[src/rtl/tinytpu_mm_engine_if.sv]
// Stream/handshake bundle between the matrix-multiply engine and its host.
// The master drives operands and flow control; the slave returns Z and status.
interface tinytpu_mm_engine_if #(
  parameter int LANES = 1
);
  logic [LANES-1:0] data_in_x;
  logic [LANES-1:0] data_in_y;
  logic             load_en;
  logic             init;
  logic             acc_mode;
  logic             rd_en;
  logic [LANES-1:0] data_out_z;
  logic             tx_ready;
  logic             busy;

  modport master (
    output data_in_x, data_in_y, load_en, init, acc_mode, rd_en,
    input  data_out_z, tx_ready, busy
  );

  modport slave (
    input  data_in_x, data_in_y, load_en, init, acc_mode, rd_en,
    output data_out_z, tx_ready, busy
  );
endinterface

[src/rtl/tinytpu_mm_engine.sv]
// Bit-serial NxN signed matrix-multiply engine: Z = Z' + X*Y.
// Operands stream in LANES bits/cycle, an output-stationary systolic array computes Z.
module tinytpu_mm_engine #(
  parameter int D_W   = 8,
  parameter int N     = 2,
  parameter int LANES = 1
) (
  input logic                clk,
  input logic                rst,
  tinytpu_mm_engine_if.slave bus
);
  localparam int ACC_W    = 2 * D_W + $clog2(N);
  localparam int TX_W     = ((ACC_W + LANES - 1) / LANES) * LANES;
  localparam int L        = N * N * D_W / LANES;
  localparam int T        = N * N * TX_W / LANES;
  localparam int MAT_W    = N * N * D_W;
  localparam int TXS_W    = N * N * TX_W;
  localparam int CMP_LAST = 3 * N - 2;
  localparam int LD_CW    = $clog2(L + 1);
  localparam int CMP_CW   = $clog2(CMP_LAST + 1);
  localparam int TX_CW    = $clog2(T);

  typedef enum logic [1:0] {S_LOAD, S_COMPUTE, S_TX} state_t;

  state_t                   state, state_next;
  logic [LD_CW-1:0]         ld_cnt;
  logic [CMP_CW-1:0]        cmp_cnt;
  logic [TX_CW-1:0]         tx_cnt;
  logic [MAT_W-1:0]         x_flat, y_flat;
  logic [TXS_W-1:0]         tx_sr, tx_pack;
  logic signed [D_W-1:0]    a_reg [N][N];
  logic signed [D_W-1:0]    b_reg [N][N];
  logic signed [D_W-1:0]    a_in  [N][N];
  logic signed [D_W-1:0]    b_in  [N][N];
  logic signed [2*D_W-1:0]  prod  [N][N];
  logic signed [ACC_W-1:0]  z     [N][N];
  logic                     ld_full, start, accept, tx_last;

  assign ld_full = (ld_cnt == LD_CW'(L));
  assign start   = (state == S_LOAD) && bus.init && ld_full;
  assign accept  = (state == S_TX) && bus.rd_en;
  assign tx_last = (tx_cnt == TX_CW'(T - 1));

  always_ff @(posedge clk) begin
    if (rst) state <= S_LOAD;
    else     state <= state_next;
  end

  always_comb begin
    state_next = state;
    case (state)
      S_LOAD:    if (start) state_next = S_COMPUTE;
      S_COMPUTE: if (cmp_cnt == CMP_CW'(CMP_LAST)) state_next = S_TX;
      S_TX:      if (accept && tx_last) state_next = S_LOAD;
      default:   state_next = S_LOAD;
    endcase
  end

  // Edge feeders skew the operands: row i / column j sees element k at step i+k / j+k,
  // so PE(i,j) multiplies x[i][k]*y[k][j] at step i+j+k.
  always_comb begin
    for (int i = 0; i < N; i++) begin
      for (int j = 0; j < N; j++) begin
        a_in[i][j] = '0;
        b_in[i][j] = '0;
      end
    end
    for (int i = 0; i < N; i++) begin
      for (int k = 0; k < N; k++) begin
        if (int'(cmp_cnt) == i + k) begin
          a_in[i][0] = x_flat[(i*N+k)*D_W +: D_W];
          b_in[0][i] = y_flat[(k*N+i)*D_W +: D_W];
        end
      end
    end
    for (int i = 0; i < N; i++)
      for (int j = 1; j < N; j++)
        a_in[i][j] = a_reg[i][j-1];
    for (int i = 1; i < N; i++)
      for (int j = 0; j < N; j++)
        b_in[i][j] = b_reg[i-1][j];
    for (int i = 0; i < N; i++)
      for (int j = 0; j < N; j++)
        prod[i][j] = a_in[i][j] * b_in[i][j];
  end

  always_comb begin
    tx_pack = '0;
    for (int i = 0; i < N; i++)
      for (int j = 0; j < N; j++)
        tx_pack[(i*N+j)*TX_W +: TX_W] = TX_W'(z[i][j]);
  end

  // Datapath and registered outputs; status flags follow the next state so they
  // line up with the state register.
  always_ff @(posedge clk) begin
    if (rst) begin
      ld_cnt         <= '0;
      cmp_cnt        <= '0;
      tx_cnt         <= '0;
      x_flat         <= '0;
      y_flat         <= '0;
      tx_sr          <= '0;
      bus.data_out_z <= '0;
      bus.tx_ready   <= 1'b0;
      bus.busy       <= 1'b0;
      for (int i = 0; i < N; i++) begin
        for (int j = 0; j < N; j++) begin
          z[i][j]     <= '0;
          a_reg[i][j] <= '0;
          b_reg[i][j] <= '0;
        end
      end
    end else begin
      bus.tx_ready <= (state_next == S_TX);
      bus.busy     <= (state_next != S_LOAD);
      case (state)
        S_LOAD: begin
          if (start) begin
            cmp_cnt <= '0;
            for (int i = 0; i < N; i++) begin
              for (int j = 0; j < N; j++) begin
                a_reg[i][j] <= '0;
                b_reg[i][j] <= '0;
                if (!bus.acc_mode) z[i][j] <= '0;
              end
            end
          end else if (bus.load_en && !ld_full) begin
            x_flat <= {bus.data_in_x, x_flat[MAT_W-1:LANES]};
            y_flat <= {bus.data_in_y, y_flat[MAT_W-1:LANES]};
            ld_cnt <= ld_cnt + 1'b1;
          end
        end
        S_COMPUTE: begin
          if (cmp_cnt == CMP_CW'(CMP_LAST)) begin
            tx_sr          <= tx_pack;
            bus.data_out_z <= tx_pack[LANES-1:0];
            tx_cnt         <= '0;
          end else begin
            for (int i = 0; i < N; i++) begin
              for (int j = 0; j < N; j++) begin
                a_reg[i][j] <= a_in[i][j];
                b_reg[i][j] <= b_in[i][j];
                z[i][j]     <= z[i][j] + ACC_W'(prod[i][j]);
              end
            end
            cmp_cnt <= cmp_cnt + 1'b1;
          end
        end
        S_TX: begin
          if (accept) begin
            if (tx_last) begin
              ld_cnt         <= '0;
              bus.data_out_z <= '0;
            end else begin
              tx_sr          <= tx_sr >> LANES;
              bus.data_out_z <= tx_sr[2*LANES-1:LANES];
              tx_cnt         <= tx_cnt + 1'b1;
            end
          end
        end
        default: ;
      endcase
    end
  end
endmodule
[src/flat_wrapper.sv]
// flat-port wrapper written by rule: the top's interface ports become plain ports
module tinytpu_mm_engine_flat 
#(
  parameter int D_W   = 8,
  parameter int N     = 2,
  parameter int LANES = 1
)
  (clk, rst, bus_data_in_x, bus_data_in_y, bus_load_en, bus_init, bus_acc_mode, bus_rd_en, bus_data_out_z, bus_tx_ready, bus_busy);
  tinytpu_mm_engine_if #(.LANES(LANES)) bus_i ();
  input logic clk;
  input logic rst;
  input wire logic [$bits(bus_i.data_in_x)-1:0] bus_data_in_x;
  input wire logic [$bits(bus_i.data_in_y)-1:0] bus_data_in_y;
  input wire logic [$bits(bus_i.load_en)-1:0] bus_load_en;
  input wire logic [$bits(bus_i.init)-1:0] bus_init;
  input wire logic [$bits(bus_i.acc_mode)-1:0] bus_acc_mode;
  input wire logic [$bits(bus_i.rd_en)-1:0] bus_rd_en;
  output wire logic [$bits(bus_i.data_out_z)-1:0] bus_data_out_z;
  output wire logic [$bits(bus_i.tx_ready)-1:0] bus_tx_ready;
  output wire logic [$bits(bus_i.busy)-1:0] bus_busy;
  assign bus_i.data_in_x = bus_data_in_x;
  assign bus_i.data_in_y = bus_data_in_y;
  assign bus_i.load_en = bus_load_en;
  assign bus_i.init = bus_init;
  assign bus_i.acc_mode = bus_acc_mode;
  assign bus_i.rd_en = bus_rd_en;
  assign bus_data_out_z = bus_i.data_out_z;
  assign bus_tx_ready = bus_i.tx_ready;
  assign bus_busy = bus_i.busy;
  tinytpu_mm_engine #(.D_W(D_W), .N(N), .LANES(LANES)) u_core (.clk(clk), .rst(rst), .bus(bus_i));
endmodule
[config.mk]
export PLATFORM = sky130hd
export DESIGN_NAME = tinytpu_mm_engine_flat
export DESIGN_NICKNAME = d
export VERILOG_FILES = /design/src/rtl/tinytpu_mm_engine_if.sv /design/src/rtl/tinytpu_mm_engine.sv /design/src/flat_wrapper.sv
export SDC_FILE = /design/constraint.sdc
export NUM_CORES = 1
export LEC_CHECK = 0
export BUFFER_PORTS_ARGS = -buffer_cell sky130_fd_sc_hd__buf_2
export CAP_MARGIN = 20
export CORE_MARGIN = 1
export CORE_UTILIZATION = 55
export DETAILED_ROUTE_END_ITERATION = 12
export PLACE_DENSITY = 0.71
export REMOVE_ABC_BUFFERS = 1
export SLEW_MARGIN = 20
export SYNTH_ARGS = -nofsm -noshare
export SYNTH_HDL_FRONTEND = slang
export SYNTH_SLANG_ARGS = --single-unit
[constraint.sdc]
create_clock -name clk -period 7.8 [get_ports clk]
set_input_delay 1.56 -clock clk [delete_from_list [all_inputs] [get_ports clk]]
set_output_delay 1.56 -clock clk [all_outputs]
set_load 0.02 [all_outputs]
-- Yosys cells after proc, flatten, opt, wreduce, memory -nomap -nowiden
Memory sizes are Yosys's and may differ from the RTL's.
Cells that the tools add are included.
Widths: inputs -> output; s select.
- flip-flop bits (word level): 153
- bits in writable memories: 132
- input port bits: 8
- output and inout bits: 3
- logic and storage cells: 153
- memories kept: 3
- add/sub/neg operators: 7
- $mul: 4
- equality and inequality tests: 16
- multiplexer cells: 71
- bitwise gates (word level): 25
- reduce and logical (&&, ||, !) cells: 17
- memory list (memory ; depth ; width ; read ports ; clocked after memory_dff ; wr ports ; RTL line ; RTL):
    u_core.z ; 2 ; 34 ; 2 ; 0 ; 2 ; tinytpu_mm_engine.sv:36 ; logic signed [ACC_W-1:0] z [N][N];
    u_core.a_reg ; 2 ; 16 ; 2 ; 0 ; 2 ; tinytpu_mm_engine.sv:31 ; logic signed [D_W-1:0] a_reg [N][N];
    u_core.b_reg ; 2 ; 16 ; 1 ; 0 ; 2 ; tinytpu_mm_engine.sv:32 ; logic signed [D_W-1:0] b_reg [N][N];
- operators by type and width (cell ; count):
    $mux 68 ; 3
    $mux 8 ; 24
    $mux 17 ; 8
    $pmux 68 s2 ; 1
    $add 17x16->17 ; 4
    $mul 8x8->16 ; 4
    $mux 6 ; 4
    $or 1x1->1 ; 24
    $mux 7 ; 3
    $mux 1 ; 18
    $pmux 7 s2 ; 1
    $pmux 6 s2 ; 1
    $reduce_and 3->1 ; 3
    $ne 2x1->1 const B ; 4
    $ne 2x2->1 const B ; 4
    $reduce_bool 2->1 ; 4
    $add 7x1->7 const B ; 1
    $eq 7x7->1 const B ; 1
    $add 6x1->6 const B ; 1
    $eq 3x3->1 const B ; 2
    $eq 6x6->1 const B ; 1
    $mux 2 ; 3
    $mux 3 ; 2
    $pmux 2 s3 ; 1
    other kinds (13) ; 18

-- Depth between registers and ports, before layout
Gate-level depths: netlist of the first run.
- depth in word-level cells: 9
- mapped depth: 24
- mapped depth without buffers: 21

-- Worst setup path after synthesis of the first run
No wires, ideal clock.
- path kind: register to register
- start point: reg u_core.cmp_cnt[0]
- end point: mem u_core.z[0][33] in the netlist's numbering, data pin
- data arrival time: 5.971 ns
- data required time: 7.652 ns
- setup slack: 1.681 ns
- cell stages (with the launch flop): 20
- path buffers: 2
- cells stage by stage: dfxtp_1 > ha_1 > nor2b_1 > buf_2 > clkbuf_1 > a22oi_1 > nor2_1 > inv_1 > fa_1 > inv_1 > fa_1 > fa_1 > fa_1 > fa_1 > ha_1 > o21ai_0 > o21ai_0 > a2111o_1 > a21o_1 > mux2i_1
- RTL lines (item ; RTL line ; RTL):
    from (decl) ; tinytpu_mm_engine.sv:27 ; logic [CMP_CW-1:0] cmp_cnt;
    from (signal assigned) ; tinytpu_mm_engine.sv:147 ; cmp_cnt <= cmp_cnt + 1'b1;
    to (decl) ; tinytpu_mm_engine.sv:36 ;

==> results by group, run 1 <==
Run status
  • Status: finished, final reports clean

Worst setup path
  • Crit path max fanout: 10
  • Crit path launch type: flop
  • Critical Path AT: 6950 ps
  • Critical path class: reg -> reg
  • R2r endpoint: u_core.z[0][16]
  • Reg-to-reg startpoint: u_core.cmp_cnt[0]
  • Worst Path Required: 8120 ps
  • Reg2Reg Depth: 18
  • Crit path capture type: flop
  • R2r setup slk: 1170 ps

STA
  • Finish-stage setup viols: 0
  • Final min period: 6630 ps
  • Maximum clock frequency: 0.1508 GHz
  • RSZ-0062 raised after global routing: no
  • Setup_tns: 0 ps
  • Tcrit/Tclk final: a little over four fifths
  • Final hold vios: 0
  • Final worst slack: around 1200 ps
  • Clk_skew: roughly 11 ps
  • Tightest Pin Transition: 1041 ps
  • Max-slew headroom: a little under a third
  • Count of final max-slew check failures: 0

Power and ir drop
  • Leak: 10.85 nW
  • Sequential share of power: 40.8%
  • Power per cell area: 143.2 mW/mm2
  • NetSw: 0.0009340 W
  • Comb power frac: 15.3%
  • VDD IR max: 0.0001547 V
  • Clock share of power: 43.9%
  • Switching portion of total power: 26.96%
  • Int Power: 0.002530 W

Clock network
  • Clk slew on worst S/H paths: roughly 60 ps
  • Total CTS buffers: 29
  • H-Tree Depth: 1
  • CTS resizes: 0
  • CTS root buf: clkbuf_16
  • Clk buf depth: 3
  • Cts hold-fix bufs: 0
  • TritonCTS Sinks: 252
  • Post-CTS setup buffer count: 0
  • Clock latency at the later pin of the worst-skew pair: 600 ps
  • TritonCTS clock tree: built

Min path
  • Worst Hold End: u_core.y_flat[28]
  • Hold path start: u_core.y_flat[29]
  • WHS Path Cells: 2
  • HP Class: reg -> reg

Drt
  • First DRT Iteration DRCs: 984
  • WL per Instance: 16.91 um
  • DRC errors left: 0
  • Via density: 5.581
  • DR pass1 iterations: 5
  • ANT nets after route: 0
  • Via count: ~16000
  • Routed WL: 48660 um

Placed design
  • Count of input and output buffers: 10
  • DPL Wire Length: 37240 um
  • Pre-CTS WS: 1214 ps
  • GP Congestion: 0.8483

Layout
  • Top Registers: u_core.z: 68 flops, u_core.tx_sr: 67 flops
  • Reg with most FFs: u_core.z
  • Commonest non-fill, non-tap cell in the layout: inv_1
  • Area growth from synthesis to layout: 7.054%
  • Share of cells above drive strength 1: 4.464%
  • Most frequent cells in the layout: inv_1 (334), nand2_1 (314), fa_1 (304)
  • Final Core Density: 60.33%
  • Max FFs per register: 68
  • Nets@finish: roughly 2800

Logic synthesis
  • Most used DFF post-synth: dfxtp_1
  • Yosys warning total: 0
  • Top-area cell type share of the netlist area: between 20% and 30%
  • Post-synth top area cell: fa_1
  • Compound-Gate Fraction of Synth Area: 10.94%
  • Post-synth EDFFs: 100
  • Synth Instances: about 2400
  • Multiplexer share of the synthesized area: 0.5759%
  • Largest family of logic cells by synthesized area: adder cells
  • Synth cell types: 63
  • Post-Synth Adder-Cell Area: between 30% and 40%
  • Post-synthesis register bit count: ~250
  • Sequential-to-total area share from yosys stat: 26.76%
  • Area contributors post-synth: fa_1 (27%), dfxtp_1 (13%), edfxtp_1 (13%)
  • Post-Syn Area: 0.02260 mm2
  • Post-Synth Simple-Gate Area: 15.98%
  • Asr flop ratio synth: 0%
  • Xor-xnor portion of the synthesized cell area: under 10%
  • Average size of a mapped cell: 9.575 um2

Flow run
  • Max-Cap Viols: 0

Die
  • Die height: 204.7 um
  • Starting Density: 56.35%
  • Num ports: 11
  • Die span in x: slightly above 200 um
  • Row count: 73
  • Die area: 0.04190 mm2
  • Core Region: 0.04010 mm2

Global routing
  • First-pass GRT wire length: 83130 um
  • Largest net degree at the start of global routing: 85
  • GR Util All Layers: 24.62%
  • Vias in the first global route: between 15000 and 20000
  • Grt total ovfl: 0
  • Initial antenna violation count: 1
-- Yosys cell counts, types with 6 or more instances --
library cell,number
inv_1,334
nand2_1,314
fa_1,304
nor2_1,212
ha_1,163
dfxtp_1,152
and2_1,135
a21oi_1,130
edfxtp_1,100
clkbuf_1,51
xnor2_1,43
a211oi_1,42
o21ai_0,41
a311oi_1,38
buf_2,34
nand2b_1,28
a22o_1,24
a21o_1,18
a22oi_1,18
xor2_1,14
mux2i_1,13
nor3_1,11
nand3_1,10
o21bai_1,10
or3_1,10
nor2b_1,9
nor3b_1,9
o21a_1,9
nand4_1,8
and3_1,7
o211a_1,6
-- critical path, cell delays in order (launching register included) --
cell	delay, ps
dfxtp_1	420
ha_1	210
nor2b_2	150
nor2b_1	350
a22o_1	460
and2_1	600
inv_1	120
fa_1	500
inv_1	60
fa_1	480
fa_1	570
fa_1	430
fa_1	450
ha_1	250
a211oi_1	270
o211ai_1	220
a2111oi_0	520
o21ai_0	130
nor3b_1	160
-- stage by stage --
step	cells	total power, W	cell area (um2)	hold WS, ps
floorplan	2270	0.001822	22210	430.0
global placement	2824	0.001944	23110	450.3
detailed placement	2824	0.001961	23110	454.3
CTS	2877	0.003492	24180	467.0
global route	2878	0.003614	24190	491.1
finish	2878	0.003464	24190	467.1
-- cell families (layout without fill, tap and decap cells) --
kind of cell,count (synthesis),in the layout
XOR/XNOR,60,60
adder cells (fa/ha/maj),467,467
AND/OR/NAND/NOR,778,778
buffers and inverters,425,417
multiplexers,13,13
flip-flops,252,252
other,0,1
AO/OA/AOI/OAI,365,365
-- routing by layer --
metal / wire (um) / GRT usage [%] / vias up / part of all wire, %
met1: 21540 / 33.38 / 8050 / 44
met5: 0 / 0 / - / 0
met4: 1034 / 6.690 / 0 / 2.1
met2: 23660 / 41.43 / 329 / 49
met3: 2425 / 3.198 / 66 / 5.0
li1: - / - / 7616 / -
-- layout make-up --
type	instances	area [um2]
antenna	1	2.502
clock buffer	39	845.8
clock inverter	14	222.7
fill	3378	15910
inverter	335	1257
multi-input combinational	1683	14960
sequential	252	6046
tap	525	656.9
timing repair buffer	29	195.2
-- how the worst max path moves through the flow --
stage	startpoint	end	slack, ps	cells past startpoint
final	u_core.cmp_cnt[0]	u_core.z[0][16]	1170	18
after floorplan	u_core.state[1]	u_core.tx_sr[10]	-100	4
after global routing	u_core.cmp_cnt[1]	u_core.z[0][16]	600	19
after CTS	u_core.cmp_cnt[0]	u_core.z[0][16]	1150	18
after global placement	u_core.cmp_cnt[0]	u_core.z[0][16]	1380	18
after detailed placement	u_core.cmp_cnt[0]	u_core.z[0][16]	1210	18
-- power by group through the flow --
| stage | sequential (W) | combinational [W] | clock (W) |
|---|---|---|---|
| after floorplan | 0.00143 | 0.000391 | 0 |
| after global placement | 0.00144 | 0.000503 | 0 |
| after detailed placement | 0.00144 | 0.000519 | 0 |
| after CTS | 0.00141 | 0.000530 | 0.00155 |
| after global routing | 0.00142 | 0.000606 | 0.00159 |
| final | 0.00141 | 0.000529 | 0.00152 |
Note: power is estimated with default switching activity, not from simulation.
==> run 2, diff against run 1 <==
==> constraint.sdc (replaced) <==
create_clock -name clk -period 6.6 [get_ports clk]
set_input_delay 1.32 -clock clk [delete_from_list [all_inputs] [get_ports clk]]
set_output_delay 1.32 -clock clk [all_outputs]
set_load 0.02 [all_outputs]
==> run 2 against run 1 <==
Against the previous run: die area is the same; wire length grew 1.4%; clock power grew 16%; hold slack lost 2.1 ps; worst setup slack lost 680 ps; critical endpoint is now u_core.z[0][30]; largest cell class unchanged; largest power group unchanged.
==> results by group, run 2 (synthesis results as in run 1) <==
Run status
  • Status: finished, final reports clean

Worst setup path
  • CP startpoint: u_core.cmp_cnt[0]
  • Cell Chain, Critical Path: inv_1 > ha_1 > nor3b_2 > buf_4 > a22oi_1 > nor2_1 > fa_1 > fa_1 > fa_1 > fa_1 > ha_1 > ha_1 > a2111oi_0 > o21ai_0 > a41oi_1 > mux2i_1
  • Crit path capture type: flop
  • R2r setup slk: 490 ps
  • Most used cell, CP: fa_1
  • Critical path class: reg -> reg
  • Reg-to-reg startpoint: u_core.cmp_cnt[0]
  • Worst Path Required: 7000 ps
  • Reg2Reg Depth: 16
  • R2r endpoint: u_core.z[0][30]
  • Critical Path AT: 6510 ps
  • Crit path max fanout: 25
  • Crit path launch type: flop
  • CP max stage delay: 700 ps
  • CP max-delay cell: nor2_1

Layout
  • Register Area: roughly 0.0060 mm2
  • Area growth from synthesis to layout: 7.326%
  • Share of cells above drive strength 1: 4.994%
  • Nets@finish: 2816
  • Reg with most FFs: u_core.z
  • Top Registers: u_core.z: 68 flops, u_core.tx_sr: 67 flops
  • Max FFs per register: 68
  • Most frequent cells in the layout: inv_1 (334), nand2_1 (314), fa_1 (304)
  • Commonest non-fill, non-tap cell in the layout: inv_1
  • Final Core Density: slightly above 60%
  • Multi-input logic area: between 0.01 and 0.015 mm2
  • Layout fillers: ~3400
  • Antenna Cells: 0

Die
  • Starting Density: ~56%
  • Die area: 0.04190 mm2
  • Die height: about 200 um
  • Core Region: 0.04010 mm2
  • Row count: 73
  • Die span in x: a little over 200 um
  • Num ports: 11

Global routing
  • GRT met3 Usage: 3.054%
  • Gr busiest metal: met2
  • Vias in the first global route: 16592
  • GR Util All Layers: 24.93%
  • Grt total ovfl: 0
  • Met2 Usage GRT: 41.70%
  • Initial antenna violation count: 0
  • Grt met1 use: 33.85%
  • First-pass GRT wire length: 83550 um
  • Largest net degree at the start of global routing: 92

Power and ir drop
  • Leak: ~11 nW
  • Power per cell area: 167.4 mW/mm2
  • VDD IR max: 0.0002224 V

Clock network
  • CTS root buf: clkbuf_16
  • TritonCTS Sinks: 252
  • Clk buf depth: 3
  • Total CTS buffers: 28
  • TritonCTS clock tree: built
  • Post-CTS setup buffer count: 0
  • Clk slew on worst S/H paths: 60 ps
  • H-Tree Depth: 1
  • Clock latency at the later pin of the worst-skew pair: 560 ps

STA
  • Tcrit/Tclk final: 92.58%
  • RSZ-0062 raised after global routing: no
  • Setup_tns: 0 ps
  • Hold Slack: roughly 460 ps
  • Clk_skew: 10.78 ps
  • Count of final max-slew check failures: 0
  • Final worst slack: 489.9 ps
  • Tightest Pin Transition: 931.3 ps
  • Final min period: around 6100 ps
  • Final hold vios: 0
  • Max-slew headroom: 37.91%
  • Finish-stage setup viols: 0
  • Maximum clock frequency: 0.1637 GHz

Min path
  • HP Class: reg -> reg
  • Hold path start: u_core.x_flat[0]
  • Worst Hold End: u_core.x_flat[0]
  • WHS Path Cells: 2

Placed design
  • GP Congestion: 0.8710
  • Pre-CTS WS: 344.1 ps
  • DPL Wire Length: 37780 um
  • Count of input and output buffers: 10

Drt
  • Via density: approximately 5.6
  • Routed WL: 49350 um
  • First DRT Iteration DRCs: 1087
  • Via count: 16108
  • WL per Instance: 17.09 um
  • DR pass1 iterations: 5
  • DRC errors left: 0
  • ANT nets after route: 0

Flow run
  • Max-Cap Viols: 0
==> run 2: cell types whose count changed in the layout (fill, tap and decap cells not counted), sizes merged <==
cell,change
inv,-2
clkinvlp,-1
bufinv,+1
diode,-1
clkbuf,-2
buf,+12
clkinv,+3
==> run 2: how the worst max path moves through the flow <==
stage,cells past startpoint,end,slack (ps)
finish,16,u_core.z[0][30],490
global route,21,u_core.z[1][31],40
CTS,20,u_core.z[1][31],330
detailed placement,20,u_core.z[1][31],340
global placement,21,u_core.z[0][16],470
floorplan,4,u_core.tx_sr[10],-1300
==> run 2: stage by stage <==
stage	total power (W)	cell area [um2]	instances
final	0.004059	24250	2888
after global routing	0.004238	24250	2888
after CTS	0.004090	24240	2888
after detailed placement	0.002322	23200	2836
after global placement	0.002298	23190	2835
after floorplan	0.002153	22210	2270
==> run 2: power breakdown <==
| group | internal, W | total, W | switching (W) |
|---|---|---|---|
| Sequential | 0.00164 | 0.00167 | 0.0000311 |
| Clock | 0.00109 | 0.00176 | 0.000670 |
| Combinational | 0.000252 | 0.000625 | 0.000373 |
| Total | 0.00298 | 0.00406 | 0.00107 |
==> run 2: critical path: cells and delay by family, from the launching register on <==
family / cells / cell delay [ps]
and+or+nand+nor: 2 / 870
adders and majority gates: 7 / 2890
buffers and inverters: 2 / 390
DFF: 1 / 350
AOI/OAI and AO/OA: 4 / 1220
muxes: 1 / 230
==> run 2: metal layers <==
layer  vias to the layer above  wire [um]  share of wire, %
met2                       362      23720                48
li1                       7632          -                 -
met1                      8024      21750                44
met5                         -          0                 0
met4                         0       1303               2.6
met3                        90       2583               5.2
==> run 2: area by class of cell <==
cell class | instances | share of cell area, %
inverters | 335 | 5.185
clock buffers | 37 | 3.328
repair buffers | 41 | 1.192
clock inverters | 15 | 0.9648
well taps | 525 | 2.709
multi-input cells | 1683 | 61.69
flip-flops and latches | 252 | 24.93
==> run 2: what timing repair did <==
action / 4_1_cts / 5_1_grt
hold buffers: 0 / 0
resized for setup: 0 / 4
endpoints found under the setup margin: 0 / 5
endpoints found under the hold margin: 0 / 0
